`src/rtl/prll_bs_pkg.sv`:
```
// Shared definitions for the parallel-bus driver endpoint: ID field width,
// default broadcast address and the destination-ID extraction helper.
package prll_bs_pkg;

  localparam int unsigned     ID_W          = 8;
  localparam logic [ID_W-1:0] BROADCAST_DEF = 8'hFF;
  // Widest bus word the ID helper accepts; narrower words are zero-extended.
  localparam int unsigned     MAX_BITS      = 4096;

  // Destination ID occupies the top ID_W bits of a word_bits-wide bus word.
  function automatic logic [ID_W-1:0] id_field(input logic [MAX_BITS-1:0] word,
                                               input int unsigned word_bits);
    return word[word_bits-1 -: ID_W];
  endfunction

  function automatic logic id_match(input logic [ID_W-1:0] dst,
                                    input logic [ID_W-1:0] own_id,
                                    input logic [ID_W-1:0] bcast_id);
    return (dst == own_id) || (dst == bcast_id);
  endfunction

endpackage

```
`src/rtl/prll_bs_fifo_fwft.sv`:
```
// First-word-fall-through FIFO: head word is visible combinationally while not
// empty; a write on full is only taken when a read retires the head that cycle.
module prll_bs_fifo_fwft #(
  parameter int bits  = 256,
  parameter int depth = 8
) (
  input  logic            clk,
  input  logic            reset,
  input  logic            wr,
  input  logic [bits-1:0] wdata,
  input  logic            rd,
  output logic [bits-1:0] rdata,
  output logic            full,
  output logic            empty
);

  localparam int          AW      = $clog2(depth);
  localparam logic [AW:0] C_DEPTH = (AW+1)'(depth);

  logic [bits-1:0] r_mem [depth];
  logic [AW-1:0]   r_wptr;
  logic [AW-1:0]   r_rptr;
  logic [AW:0]     r_count;
  logic            w_wr_ok;
  logic            w_rd_ok;

  assign empty   = (r_count == '0);
  assign full    = (r_count == C_DEPTH);
  assign w_rd_ok = rd && !empty;
  assign w_wr_ok = wr && (!full || rd);

  always_ff @(posedge clk or negedge reset) begin
    if (!reset) begin
      r_wptr  <= '0;
      r_rptr  <= '0;
      r_count <= '0;
    end else begin
      if (w_wr_ok) r_wptr <= r_wptr + 1'b1;
      if (w_rd_ok) r_rptr <= r_rptr + 1'b1;
      case ({w_wr_ok, w_rd_ok})
        2'b10:   r_count <= r_count + 1'b1;
        2'b01:   r_count <= r_count - 1'b1;
        default: r_count <= r_count;
      endcase
    end
  end

  // Storage is not reset; stale entries are hidden by the empty mask below.
  always_ff @(posedge clk) begin
    if (w_wr_ok) r_mem[r_wptr] <= wdata;
  end

  assign rdata = empty ? '0 : r_mem[r_rptr];

endmodule

```
`src/rtl/prll_bs_drvr_endpoint.sv`:
```
// Driver-side bus endpoint: TX FIFO toward the bus, RX FIFO fed by pushes
// addressed to this endpoint or to broadcast, plus a saturating RX drop counter.
module prll_bs_drvr_endpoint
  import prll_bs_pkg::*;
#(
  parameter int              bits      = 256,
  parameter int              depth     = 8,
  parameter logic [ID_W-1:0] id        = 8'h00,
  parameter logic [ID_W-1:0] broadcast = BROADCAST_DEF
) (
  input  logic            clk,
  input  logic            reset,
  output logic            pndng,
  input  logic            pop,
  output logic [bits-1:0] D_pop,
  input  logic            push,
  input  logic [bits-1:0] D_push,
  input  logic            tx_wr,
  input  logic [bits-1:0] tx_data,
  output logic            tx_full,
  input  logic            rx_rd,
  output logic [bits-1:0] rx_data,
  output logic            rx_empty,
  output logic [7:0]      rx_drop_cnt
);

  logic [MAX_BITS-1:0] w_push_ext;
  logic [ID_W-1:0]     w_dst;
  logic                w_match;
  logic                w_rx_wr;
  logic                w_rx_full;
  logic                w_tx_empty;
  logic                w_drop;
  logic [7:0]          r_drop_cnt;

  always_comb begin
    w_push_ext             = '0;
    w_push_ext[bits-1:0]   = D_push;
  end

  assign w_dst   = id_field(w_push_ext, bits);
  assign w_match = id_match(w_dst, id, broadcast);
  assign w_rx_wr = push && w_match;
  // A matching word is lost only when RX is full and nothing retires its head.
  assign w_drop  = w_rx_wr && w_rx_full && !rx_rd;

  prll_bs_fifo_fwft #(.bits(bits), .depth(depth)) u_tx_fifo (
    .clk   (clk),
    .reset (reset),
    .wr    (tx_wr),
    .wdata (tx_data),
    .rd    (pop),
    .rdata (D_pop),
    .full  (tx_full),
    .empty (w_tx_empty)
  );

  prll_bs_fifo_fwft #(.bits(bits), .depth(depth)) u_rx_fifo (
    .clk   (clk),
    .reset (reset),
    .wr    (w_rx_wr),
    .wdata (D_push),
    .rd    (rx_rd),
    .rdata (rx_data),
    .full  (w_rx_full),
    .empty (rx_empty)
  );

  always_ff @(posedge clk or negedge reset) begin
    if (!reset) begin
      r_drop_cnt <= '0;
    end else if (w_drop && (r_drop_cnt != 8'hFF)) begin
      r_drop_cnt <= r_drop_cnt + 1'b1;
    end
  end

  assign pndng       = !w_tx_empty;
  assign rx_drop_cnt = r_drop_cnt;

endmodule

```
`config.mk`:
```
export PLATFORM = sky130hd
export DESIGN_NAME = prll_bs_drvr_endpoint
export DESIGN_NICKNAME = d
export VERILOG_FILES = /design/src/rtl/prll_bs_pkg.sv /design/src/rtl/prll_bs_fifo_fwft.sv /design/src/rtl/prll_bs_drvr_endpoint.sv
export SDC_FILE = /design/constraint.sdc
export NUM_CORES = 2
export LEC_CHECK = 0
export ABC_AREA = 1
export CAP_MARGIN = 20
export CORE_MARGIN = 5
export CORE_UTILIZATION = 25
export CTS_CLUSTER_DIAMETER = 60
export DETAILED_ROUTE_END_ITERATION = 8
export GPL_TIMING_DRIVEN = 0
export PLACE_DENSITY_LB_ADDON = 0.3
export SYNTH_ARGS = -nofsm -noshare
export SYNTH_HDL_FRONTEND = slang
export SYNTH_SLANG_ARGS = --single-unit
```
`constraint.sdc`:
```
create_clock -name clk -period 17.3 [get_ports clk]
set_clock_uncertainty 0.05 [all_clocks]
set_input_delay 1.73 -clock clk [delete_from_list [all_inputs] [get_ports clk]]
set_output_delay 1.73 -clock clk [all_outputs]
set_load 0.05 [all_outputs]
```
== Word-level counts from Yosys, hierarchy flattened ==
Memories as Yosys holds them, arrays and structs flattened.
Cells that the tools add are included.
Operators by class
  add/subtract/negate cells: 9
  multipliers: 0
  divide/modulo/power cells: 0
  order comparisons: 0
  equal/unequal tests: 8
  shift operators: 0
  mux-type cells: 8
  bitwise gates (word level): 0
  reductions and logical operators: 21
Operator list (count)
  2-to-1 mux 256 bit: 2
  case mux 4 bit (2 select lines): 2
  adder 3 x 1 -> 3 bit, second input constant: 4
  adder 4 x 1 -> 4 bit, second input constant: 2
  adder 8 x 1 -> 8 bit, second input constant: 1
  == test 4 bit, second input constant: 2
  == test 8 bit, second input constant: 1
  logical AND 1 bit: 8
  logical NOT 4 bit: 2
  logical NOT 8 bit: 1
  != test 8 bit, second input constant: 1
  subtractor 4 x 1 -> 4 bit, second input constant: 2
  logical NOT 1 bit: 5
  == test 2 x 1 -> 1 bit, second input constant: 2
  == test 2 bit, second input constant: 2
  2-to-1 mux 1 bit: 4
  nonzero test 2 bit: 2
  logical OR 1 bit: 3
Storage, ports and cells
  register bits after elaboration: 28
  bits in latches: 0
  memory bits (writable): 4096
  bits in read-only memories: 0
  bits of input ports: 518
  output and inout bits: 523
  word-level logic and storage cells: 55
  memories: 2
Memories
  u_rx_fifo.r_mem: depth 8, width 256, read ports 1, clocked after Yosys merged registers in 0, write ports 1, RTL line prll_bs_fifo_fwft.sv:20  | logic [bits-1:0] r_mem [depth];
  u_tx_fifo.r_mem: depth 8, width 256, read ports 1, clocked after Yosys merged registers in 0, write ports 1, RTL line prll_bs_fifo_fwft.sv:20

== Logic depth before layout (Yosys ltp) ==
  depth after elaboration: 6
  depth in mapped cells: 13
  depth with buffers taken out: 13

== Hierarchy ==
A second synthesis with hierarchy kept.
Unflattened totals
  cell total of the unflattened synthesis: 12360
  area total of the unflattened synthesis: 161756.4 um2
By module, submodules not included
  prll_bs_fifo_fwft: times used 2, cells an instance 6140, area an instance 80591.0 um2, sequential area each 61749.2 um2
  prll_bs_drvr_endpoint: times used 1, cells an instance 80, area an instance 574.3 um2, sequential area each 200.2 um2

== Worst setup path after synthesis ==
OpenSTA, ideal clock, no wires.
  path type: input to register
  start point: input D_push[249]
  end point: memory u_rx_fifo.r_mem[0][0] (enable)
  arrival: 13.005 ns
  required time: 16.372 ns
  path slack: 3.367 ns
  cell stages on the path: 9
  cell sequence: inv_1 nand2_1 nor2_1 nand2_1 nand2_1 nand2_1 nor2_1 nand2_1 nor2_1
On the way
  longest elaborated chain between the ends: 6
  elaborated cells between the ends (all ways): 7
  classes of those cells: 1 x eq/ne; 2 x mux; 4 x reduce/logical
RTL lines
  start, declared: RTL line prll_bs_drvr_endpoint.sv:17  | input logic [bits-1:0] D_push,
  == test 8 bit / logical NOT 8 bit (equally long branches): RTL line prll_bs_pkg.sv:19  | return (dst == own_id) || (dst == bcast_id);
  logical OR 1 bit (*): RTL line prll_bs_pkg.sv:19
  logical AND 1 bit (*): RTL line prll_bs_drvr_endpoint.sv:43  | assign w_rx_wr = push && w_match;
  logical AND 1 bit (*): RTL line prll_bs_fifo_fwft.sv:30  | assign w_wr_ok = wr && (!full || rd);
  2-to-1 mux 1 bit (*): RTL line prll_bs_fifo_fwft.sv:50  | if (w_wr_ok) r_mem[r_wptr] <= wdata;
  2-to-1 mux 1 bit (implied by the code) (*): RTL line prll_bs_fifo_fwft.sv:50
  end, declared: RTL line prll_bs_fifo_fwft.sv:20
Every way passes the cells marked *; elsewhere a longest branch is shown, timed or not.

== Worst setup path after layout ==
  start point: register u_tx_fifo.r_rptr[1]
  end point: output D_pop[215]
On the way
  longest elaborated chain between the ends: 2
RTL lines
  start, declared: RTL line prll_bs_fifo_fwft.sv:22  | logic [AW-1:0] r_rptr;
  start signal, assigned: RTL line prll_bs_fifo_fwft.sv:39  | if (w_rd_ok) r_rptr <= r_rptr + 1'b1;
  memory read (8 x 256 bit)
  2-to-1 mux 256 bit: RTL line prll_bs_fifo_fwft.sv:53  | assign rdata = empty ? '0 : r_mem[r_rptr];
  end, declared: RTL line prll_bs_drvr_endpoint.sv:15  | output logic [bits-1:0] D_pop,
Every way passes these cells.

==> results.sh <==
export IMPL_outcome="finished clean"
export IMPL_rsz0062_at_grt="false"
export IMPL_drtPass1Iterations=6
export IMPL_wl_mm=591
export IMPL_use_met3=0.0447
export IMPL_cts_hold_buf=0
export IMPL_postCtsSetupBuffers=0
export IMPL_ys_seq_area_frac=0.766
export IMPL_endpoint_kind="output port"
export IMPL_timing_fmax_mhz=136
export IMPL_cts_repair_resized=0
export IMPL_cts_root_buf="clkbuf_16"
export IMPL_ff2ff_path_depth=15
export IMPL_met2_usage=0.283
export IMPL_crit_arrival_ns=5.55
export IMPL_insertion_delay_ns=1.02
export IMPL_clock_path_buffers=4
export IMPL_power_total_mw=40.5
export IMPL_drive_gt1_frac=0.0819
export IMPL_hold_path_depth=1
export IMPL_io_pins=1041
export IMPL_dieArea_sq_um=662000
export IMPL_cts_made_buffers=456
export IMPL_rows=295
export IMPL_worstSetupPathType="flip-flop to output port"
export IMPL_syn_inst=12356
export IMPL_tightest_slew_ns=1.14
export IMPL_grt_max_degree=29
export IMPL_hpwl_mm=416
export IMPL_die_w_microns=814
export IMPL_grt_pass1_wl_mm=816
export IMPL_grt_pass1_vias=103741
export IMPL_drv_slew=0
export IMPL_cts_tree="done"
export IMPL_initial_utilization=0.251
export IMPL_synthToLayoutAreaGrowth_pct=24.8
export IMPL_worstHoldPathType="flip-flop to flip-flop"
export IMPL_synth_nets=12886
export IMPL_port_buffers=1040
export IMPL_irDropWorstVdd_uv=384
export IMPL_reg2reg_from="u_rx_fifo.r_count[2]$_DFFE_PN0P_"
export IMPL_finalCritPeriodShare=0.424
export IMPL_yosysWarnings=0
export IMPL_vias=107990
export IMPL_path_clk_slew_ns=0.06
export IMPL_hold_violations=0
export IMPL_avgSynthCellArea_sq_um=13.1
export IMPL_drcViolationCount=0
export IMPL_grt_overflow=0
export IMPL_powerDensity_nw_per_um2=201
export IMPL_ant_nets=0
export IMPL_grt_busiest_layer="met2"
export IMPL_ff2ff_setup_slack_ns=13.00
export IMPL_antenna_found_initial=199
export IMPL_worstHoldStart="u_rx_fifo.r_count[3]$_DFFE_PN0P_"
export IMPL_grtUsageTotal=0.171
export IMPL_grt_met1_usage=0.219
export IMPL_htree_levels=5
export IMPL_critPathLaunchType="flip-flop"
export IMPL_hold_ws_ns=0.444
export IMPL_critical_path_required_ns=15.52
export IMPL_finalSetupViolCount=0
export IMPL_cp_max_fo=10
export IMPL_fill_cells=64411
export IMPL_dieHeight_microns=814
export IMPL_whs_endpoint="u_rx_fifo.r_count[3]$_DFFE_PN0P_"
export IMPL_wl_per_cell_microns=25.6
export IMPL_cts_sinks=4124
export IMPL_fin_crit_ns=7.33
export IMPL_r2r_end="u_rx_fifo.r_mem[1][166]$_DFFE_PP_"
export IMPL_maxCapViolations=0
export IMPL_via_per_inst=4.67
export IMPL_coreArea_sq_um=644000
export IMPL_synth_distinct_cells=28
export IMPL_first_iter_violations=10599
export IMPL_nNetsFinal=14601
export IMPL_gp_congestion=0.795
export IMPL_seq_area_sq_um=124000
export IMPL_ys_ff_latch=4124
export IMPL_setup_tns_ns=0
export IMPL_netlist_area_sq_um=161000
export IMPL_leakage_nw=65.6
export IMPL_multi_input_area_sq_um=33700
export IMPL_slew_headroom=0.242
-- cell usage in the layout, fill, tap and decap left out, types with 174 or more instances in the layout --
cell type	netlist	layout
nand2_1	584	584
o211ai_1	513	513
o21ai_1	314	314
buf_12	1	174
o21ai_0	1745	1745
nor2_1	3619	3603
clkbuf_16	0	458
clkbuf_1	489	602
clkdlybuf4s50_1	0	1039
buf_2	228	230
o22ai_1	512	512
edfxtp_1	4096	4096
-- metal layers --
metal,routed length [microns],vias up
li1,-,48695
met1,239000,54117
met2,281000,4100
met3,53000,952
met4,18200,126
met5,796,-
-- synth_stat cells --
library cell | number | area share
inv_2 | 1 | 0.000023
o21ai_1 | 314 | 0.0097
o211ai_1 | 513 | 0.024
nand4_1 | 10 | 0.00039
buf_4 | 73 | 0.0034
xnor2_1 | 5 | 0.00027
buf_2 | 228 | 0.0071
a21oi_1 | 5 | 0.00015
nand2_1 | 584 | 0.014
inv_1 | 35 | 0.00081
ha_1 | 11 | 0.00085
buf_6 | 34 | 0.0024
xor2_1 | 9 | 0.00049
nor3_1 | 1 | 0.000031
dfrtp_1 | 28 | 0.0043
nor4_1 | 1 | 0.000039
buf_1 | 26 | 0.00060
nand3b_1 | 3 | 0.00014
or2_2 | 1 | 0.000039
o21ai_0 | 1745 | 0.054
edfxtp_1 | 4096 | 0.76
inv_4 | 1 | 0.000039
buf_12 | 1 | 0.00012
nor2_1 | 3619 | 0.084
clkbuf_1 | 489 | 0.011
o22ai_1 | 512 | 0.020
nand3_1 | 10 | 0.00031
fa_1 | 1 | 0.00012
-- logic make-up (layout without fill, tap and decap cells) --
family / count (synthesis) / count (layout) / share of synthesized area
other: 0 / 75 / 0
flip-flops: 4124 / 4124 / 0.766
XOR/XNOR: 14 / 14 / 0.000759
AND/OR/NAND/NOR: 4229 / 4229 / 0.0987
buffers and inverters: 888 / 2979 / 0.0258
adder cells (fa/ha/maj): 12 / 12 / 0.000976
AO/OA/AOI/OAI: 3089 / 3089 / 0.108
-- state kept, by name, summed over array words and instances, names as in the netlist --
register and cells:
u_rx_fifo.r_mem 2048, u_tx_fifo.r_mem 2048, u_tx_fifo.r_rptr 3, u_rx_fifo.r_wptr 3, rx_drop_cnt 8, u_tx_fifo.r_count 4, u_rx_fifo.r_rptr 3, u_rx_fifo.r_count 4
u_tx_fifo.r_wptr 3
-- cell type report --
class	count	share of cell area
Buffer	851	0.0201
Inverter	37	0.000702
Sequential cell	4124	0.614
Clock buffer	594	0.0596
Tap cell	8613	0.0535
Multi-Input combinational cell	7344	0.167
Timing Repair Buffer	1257	0.0743
Antenna cell	75	0.000931
Clock inverter	240	0.00967
-- how the worst max path moves through the flow --
stage / from / endpoint / cells past startpoint
2_1_floorplan: D_push[249] / u_rx_fifo.r_mem[0][0]$_DFFE_PP_ / 9
3_3_place_gp: D_push[255] / u_rx_fifo.r_mem[0][169]$_DFFE_PP_ / 9
3_5_place_dp: u_tx_fifo.r_rptr[1]$_DFFE_PN0P_ / D_pop[215] / 8
4_1_cts: u_tx_fifo.r_rptr[1]$_DFFE_PN0P_ / D_pop[215] / 8
5_1_grt: u_tx_fifo.r_rptr[1]$_DFFE_PN0P_ / D_pop[215] / 8
6_report: u_tx_fifo.r_rptr[1]$_DFFE_PN0P_ / D_pop[215] / 8
-- worst max-delay path, cell delays in order, from the launching register on --
cell             delay [ns]
dfrtp_1                0.53
buf_2                  0.60
buf_2                  0.67
clkbuf_1               0.78
o21ai_0                0.24
o211ai_1               0.24
nand2_1                0.07
nor2_1                 0.21
clkdlybuf4s50_1        1.17
-- where the power goes --
part | internal [mW] | switching, mW
clock network | 5.10 | 4.08
logic | 5.05 | 14.5
registers | 11.7 | 0.126
total | 21.8 | 18.7
-- stage by stage --
stage	instances	utilization	worst slack, ns	area (sq um)
after floorplan	12356	-	3.37	161000
after global placement	22009	0.283	-10.46	183000
after detailed placement	22226	0.291	10.78	187000
after CTS	23060	0.312	9.65	201000
after global routing	23083	0.312	9.72	201000
final	23135	0.313	9.97	201000
Note: power is estimated with default switching activity, not from simulation.
